===== src/rtl/dqn_pkg.sv =====
// Shared definitions for the DQN action-selection and replay-sampling blocks.
package dqn_pkg;

  localparam int          DQN_ACTION_W    = 2;
  localparam int          DQN_NUM_ACTIONS = 3;
  localparam int          DQN_EPS_W       = 16;

  // Galois feedback mask for the 16-bit right-shifting LFSR
  localparam logic [15:0] DQN_LFSR_POLY   = 16'hB400;
  localparam logic [15:0] DQN_LFSR_SEED   = 16'hACE1;

  // Epsilon schedule defaults (unsigned fraction, 0xFFFF ~ 1.0)
  localparam logic [15:0] DQN_EPS_START   = 16'hFFFF;
  localparam logic [15:0] DQN_EPS_MIN     = 16'h0CCC;
  localparam logic [15:0] DQN_EPS_STEP    = 16'h0010;

  typedef enum logic [1:0] {
    ST_IDLE   = 2'd0,
    ST_DECIDE = 2'd1,
    ST_HOLD   = 2'd2
  } sel_state_t;

  // One step of the Galois LFSR; a nonzero state never maps to zero
  function automatic logic [15:0] lfsr_next(input logic [15:0] s);
    return (s >> 1) ^ (s[0] ? DQN_LFSR_POLY : 16'h0000);
  endfunction

endpackage


===== src/rtl/lfsr_galois16.sv =====
// Free-running 16-bit Galois LFSR, advances every non-reset cycle.
module lfsr_galois16
  import dqn_pkg::*;
#(
  parameter logic [15:0] SEED = DQN_LFSR_SEED
) (
  input  logic        clk,
  input  logic        rst,
  output logic [15:0] state
);

  // Load the seed on reset, otherwise step the sequence
  always_ff @(posedge clk) begin
    if (rst) state <= SEED;
    else     state <= lfsr_next(state);
  end

endmodule


===== src/rtl/epsilon_greedy_action_select.sv =====
// Epsilon-greedy exploration stage behind the arg-max block, with decaying
// epsilon and a valid/ready action output.
module epsilon_greedy_action_select
  import dqn_pkg::*;
#(
  parameter int                     NUMBER_OF_ACTIONS  = DQN_NUM_ACTIONS,
  parameter int                     ACTION_WIDTH       = DQN_ACTION_W,
  parameter int                     EPSILON_WIDTH      = DQN_EPS_W,
  parameter logic [EPSILON_WIDTH-1:0] EPSILON_START    = DQN_EPS_START,
  parameter logic [EPSILON_WIDTH-1:0] EPSILON_MIN      = DQN_EPS_MIN,
  parameter logic [EPSILON_WIDTH-1:0] EPSILON_DECAY_STEP = DQN_EPS_STEP,
  parameter logic [15:0]            LFSR_SEED          = DQN_LFSR_SEED
) (
  input  logic                     clk,
  input  logic                     rst,
  input  logic [ACTION_WIDTH-1:0]  i_arg_max,
  input  logic                     i_arg_max_valid,
  input  logic                     i_explore_enable,
  input  logic                     i_episode_done,
  input  logic                     i_action_ready,
  output logic [ACTION_WIDTH-1:0]  o_action,
  output logic                     o_action_valid,
  output logic                     o_action_random,
  output logic [EPSILON_WIDTH-1:0] o_epsilon,
  output logic                     o_overrun
);

  sel_state_t              state;
  logic [ACTION_WIDTH-1:0] greedy_q;
  logic [15:0]             lfsr_q;
  logic                    explore;
  logic [ACTION_WIDTH-1:0] rand_action;

  // Subtract one decay step, clamping at the floor without wrapping
  function automatic logic [EPSILON_WIDTH-1:0] decay_sat(input logic [EPSILON_WIDTH-1:0] eps);
    logic [EPSILON_WIDTH:0] thresh;
    thresh = {1'b0, EPSILON_MIN} + {1'b0, EPSILON_DECAY_STEP};
    if ({1'b0, eps} >= thresh) return eps - EPSILON_DECAY_STEP;
    else                       return EPSILON_MIN;
  endfunction

  lfsr_galois16 #(.SEED(LFSR_SEED)) u_lfsr (
    .clk   (clk),
    .rst   (rst),
    .state (lfsr_q)
  );

  // Decision terms use the current LFSR and pre-decay epsilon
  always_comb begin
    explore     = i_explore_enable && (lfsr_q < o_epsilon);
    // Scale the low LFSR byte into 0..N-1 by multiply-and-shift
    rand_action = ACTION_WIDTH'(({{ACTION_WIDTH{1'b0}}, lfsr_q[7:0]}
                  * (8 + ACTION_WIDTH)'(NUMBER_OF_ACTIONS)) >> 8);
  end

  // Capture / decide / hold controller with registered outputs
  always_ff @(posedge clk) begin
    if (rst) begin
      state           <= ST_IDLE;
      greedy_q        <= '0;
      o_action        <= '0;
      o_action_valid  <= 1'b0;
      o_action_random <= 1'b0;
      o_overrun       <= 1'b0;
    end else begin
      // Strobes arriving outside IDLE are dropped and flagged
      o_overrun <= i_arg_max_valid && (state != ST_IDLE);
      case (state)
        ST_IDLE: begin
          if (i_arg_max_valid) begin
            greedy_q <= i_arg_max;
            state    <= ST_DECIDE;
          end
        end
        ST_DECIDE: begin
          o_action        <= explore ? rand_action : greedy_q;
          o_action_random <= explore;
          o_action_valid  <= 1'b1;
          state           <= ST_HOLD;
        end
        ST_HOLD: begin
          if (i_action_ready) begin
            o_action_valid <= 1'b0;
            state          <= ST_IDLE;
          end
        end
        default: state <= ST_IDLE;
      endcase
    end
  end

  // Epsilon register, decayed once per episode strobe
  always_ff @(posedge clk) begin
    if (rst)                 o_epsilon <= EPSILON_START;
    else if (i_episode_done) o_epsilon <= decay_sat(o_epsilon);
  end

endmodule


===== config.mk =====
export PLATFORM = sky130hd
export DESIGN_NAME = epsilon_greedy_action_select
export DESIGN_NICKNAME = d
export VERILOG_FILES = /design/src/rtl/dqn_pkg.sv /design/src/rtl/lfsr_galois16.sv /design/src/rtl/epsilon_greedy_action_select.sv
export SDC_FILE = /design/constraint.sdc
export NUM_CORES = 1
export LEC_CHECK = 0
export BUFFER_PORTS_ARGS = -buffer_cell sky130_fd_sc_hd__buf_2
export CAP_MARGIN = 20
export CORE_AREA = 2 2 66 68
export DETAILED_ROUTE_END_ITERATION = 10
export DIE_AREA = 0 0 68 70
export PLACE_DENSITY = 0.73
export SYNTH_ARGS = -nofsm -noshare
export SYNTH_HDL_FRONTEND = slang
export SYNTH_HIERARCHICAL = 1
export SYNTH_SLANG_ARGS = --single-unit

===== constraint.sdc =====
create_clock -name clk -period 1.85 [get_ports clk]
set_clock_uncertainty 0.05 [all_clocks]
set_input_delay 0.185 -clock clk [delete_from_list [all_inputs] [get_ports clk]]
set_output_delay 0.185 -clock clk [all_outputs]
set_load 0.005 [all_outputs]

==> results.md <==
- Fin crit period: 2030 ps
- Setup_tns: -429 ps
- Clock buffer count from CTS: 5
- Setup violators final: 3
- Power density of the placed cells: 669 nW/um2
- Slew margin rel.: 0.753
- Yosys warning count: 6
- Number of max-cap violations: 0
- Net Sw Frac: 0.253
- Crit start category: flip-flop
- Crit path required time: 1990 ps
- Insertion delay to the later sink of the worst-skew pair: 300 ps
- RSZ-0062 raised after global routing: true
- Comb pwr share: 0.137
- Worst Setup Slack, final: -183 ps
- Post-Synthesis Cells: 223
- GR Util All Layers: 0.209
- Slowest stage delay, CP: 380 ps
- Detailed-routing wirelength on met1: 2.02 mm
- Gpl congestion: 0.742
- Crit path DAT: 2170 ps
- CTS root buffer: clkbuf_8
- Wire length per cell: 13.0 um
- CP Class: flip-flop to flip-flop
- Setup crit end kind: flip-flop
- Die area: 4760 um2
- Clk buf depth: 2
- Status: complete, but fails checks
- TritonCTS clock tree: done
- Crit-path leading delay family: compound AO/OA/AOI/OAI gates
- Antenna Diode Count: 0
- Library cells used by synthesis: 38
- Post-Syn Area per Cell: 8.96 um2
- Core Area: 4140 um2
- Fmax: 492 MHz
- Final WL: 4.48 mm
- Largest net degree at the start of global routing: 23
- Met3 wire length: 181 um
- First-pass GRT wire length: 7.62 mm
- Leakage: 0.00124 uW
- Die height: 70 um
- Fin crit share: 1.10
- DRC: 0
- Iter 0 DRT Violations: 88
- Post-DR vias/cell: 5.19
- Grt total ovfl: 0
- Routed wire length on met2: 2.19 mm
- Mapped Area: 2000 um2
- Worst-path fanout max: 4
- Pre-CTS WS: -158 ps
- Worst path cell trace: inv_2 -> ha_4 -> and4_1 -> o21ai_1 -> a2111o_1 -> o2111ai_4 -> buf_6 -> nor4_2 -> a311o_1
- Area Growth Syn to Fin: 34.9%
- Antenna-violating nets left: 0
- Antenna violations before repair: 0
- Vias in the first global route: 1757
- First drt pass iteration count: 4
- Final Slew Violations: 0
- Placed cells: 332
- Placement Rows: 24
- Layout net count: 324
- Layout cells sized above 1: 0.370
- Pint: 1350 uW
- Clock transition at path regs: 80 ps
- IO Port Bufs: 28
- Dpl hpwl: 3.31 mm
- Critical path buffer and inverter count: 2
- Util after Layout: 0.651
- # clock sinks: 39
- Switching Power: 457 uW
- Sequential share of power: 0.505
- Worst-Margin Slew: 368 ps
- CP max stage cell: a2111o_1
- Post-Syn Nets: 256
- #FFs+latches synth: 39
- Failing checks: negative setup slack
- Highest routed layer: met4
- Final hold vios: 0
- Clock power share: 0.358
- Ports: 29
- H-Tree Depth: 2
- Starting density of the core: 0.482
- Vias: 1787
- Sequential area share after synthesis: 0.391
- Post-layout instance count excluding filler cells: 344
- Die width: 68 um
- HP Class: input port to flip-flop
- CTS hold repair buffers: 0
- Maximum vdd drop: 0.000406 V
- Fillers: 354
-- flip-flops by register name, summed over array words and instances, names as in the netlist --
register	flops
o_action_valid	1
u_lfsr/state	16
o_action_random	1
o_overrun	1
o_action	2
greedy_q	2
o_epsilon	14
state	2
-- synthesized netlist by cell type --
master | n | share of area
nand2_1 | 17 | 0.032
a311o_1 | 1 | 0.0050
a221o_1 | 1 | 0.0050
o2111ai_2 | 1 | 0.0075
a2111o_1 | 1 | 0.0056
or3b_2 | 1 | 0.0044
o21ai_0 | 17 | 0.043
dfxtp_1 | 39 | 0.39
a21oi_1 | 14 | 0.035
nor2_1 | 16 | 0.030
nor3_1 | 8 | 0.020
a211oi_1 | 1 | 0.0038
inv_1 | 16 | 0.030
o21a_1 | 1 | 0.0038
nand3_1 | 6 | 0.015
or2_1 | 6 | 0.019
and2b_2 | 2 | 0.0088
and2b_1 | 6 | 0.023
buf_6 | 1 | 0.0056
clkbuf_1 | 1 | 0.0019
and4_1 | 4 | 0.018
nand4_1 | 4 | 0.013
o31ai_1 | 2 | 0.0075
buf_1 | 1 | 0.0019
nor4_1 | 3 | 0.0094
a31oi_1 | 1 | 0.0031
o211ai_1 | 1 | 0.0038
ha_1 | 25 | 0.16
nor4_2 | 1 | 0.0063
nor2b_1 | 3 | 0.0094
or2_2 | 2 | 0.0063
buf_4 | 2 | 0.0075
nand2b_1 | 3 | 0.0094
and2_1 | 1 | 0.0031
o21ai_1 | 2 | 0.0050
nor4b_1 | 1 | 0.0044
xnor2_1 | 10 | 0.044
a211o_1 | 1 | 0.0044
-- per-stage QoR --
stage          total power (uW)  hold WS [ps]  area [um2]
2_1_floorplan              1060           204        2070
3_3_place_gp               1140           377        2490
3_5_place_dp               1150           382        2490
4_1_cts                    1810          82.0        2630
5_1_grt                    1890           101        2700
6_report                   1800          85.6        2700
-- area by class of cell --
| class | count | area, um2 | share of cell area |
|---|---|---|---|
| clock buffer | 7 | 96.3 | 0.0357 |
| clock inverter | 1 | 7.51 | 0.00278 |
| inverter | 16 | 60.1 | 0.0223 |
| multi-input combinational | 163 | 1230 | 0.455 |
| sequential | 39 | 800 | 0.297 |
| tap | 52 | 65.1 | 0.0241 |
| timing repair buffer | 66 | 440 | 0.163 |
-- cell usage in the layout, fill, tap and decap left out, drive strengths merged, types with 2 or more instances in the layout --
cell,count
a21oi,14
and2b,8
and4,4
buf,66
clkbuf,7
dfxtp,39
ha,25
inv,16
nand2,17
nand2b,3
nand3,6
nand4,4
nor2,16
nor2b,3
nor3,8
nor4,4
o21ai,19
o31ai,2
or2,8
xnor2,10
-- cells by family after synthesis --
logic type                 after synthesis  synth area share
and+or+nand+nor                         84             0.230
AOI/OAI and AO/OA                       44             0.132
adders and majority gates               25             0.157
DFF                                     39             0.391
xor gates and xnor gates                10            0.0438
buffers and inverters                   21            0.0470
-- final timing paths --
path                          startpoint                           to  slack [ps]  cells after the start
max            o_epsilon[7]$_SDFFE_PP1P_     o_action[0]$_SDFFE_PP0P_        -180                      9
min                         i_arg_max[0]     greedy_q[0]$_SDFFE_PP0P_          90                      3
max reg2reg    o_epsilon[7]$_SDFFE_PP1P_     o_action[0]$_SDFFE_PP0P_        -180                      9
min reg2reg  u_lfsr/state[12]$_SDFF_PP0_  u_lfsr/state[11]$_SDFF_PP1_         390                      1
-- layer usage --
metal,vias to the layer above,GRT usage
met5,-,0
met4,0,0.0667
met3,9,0.0548
met2,41,0.348
met1,820,0.257
li1,917,-
-- tightest hold or removal path: stages --
cell and delay (ps):
buf_2 90, nand3_1 50, a21oi_1 50
-- power by group through the flow --
| stage | Combinational [uW] | Sequential [uW] | Clock (uW) |
|---|---|---|---|
| floorplan | 128 | 929 | 0 |
| finish | 247 | 910 | 646 |
| CTS | 234 | 909 | 663 |
| global route | 284 | 915 | 692 |
| global placement | 216 | 927 | 0 |
| detailed placement | 225 | 927 | 0 |
-- what timing repair did --
item | in CTS | in global routing
setup endpoints to repair | 3 | 12
buffers inserted | 3 | 2
pin swaps | 7 | 4
resized for setup | 5 | 13
No activity file was read; power rests on OpenSTA's default activity.
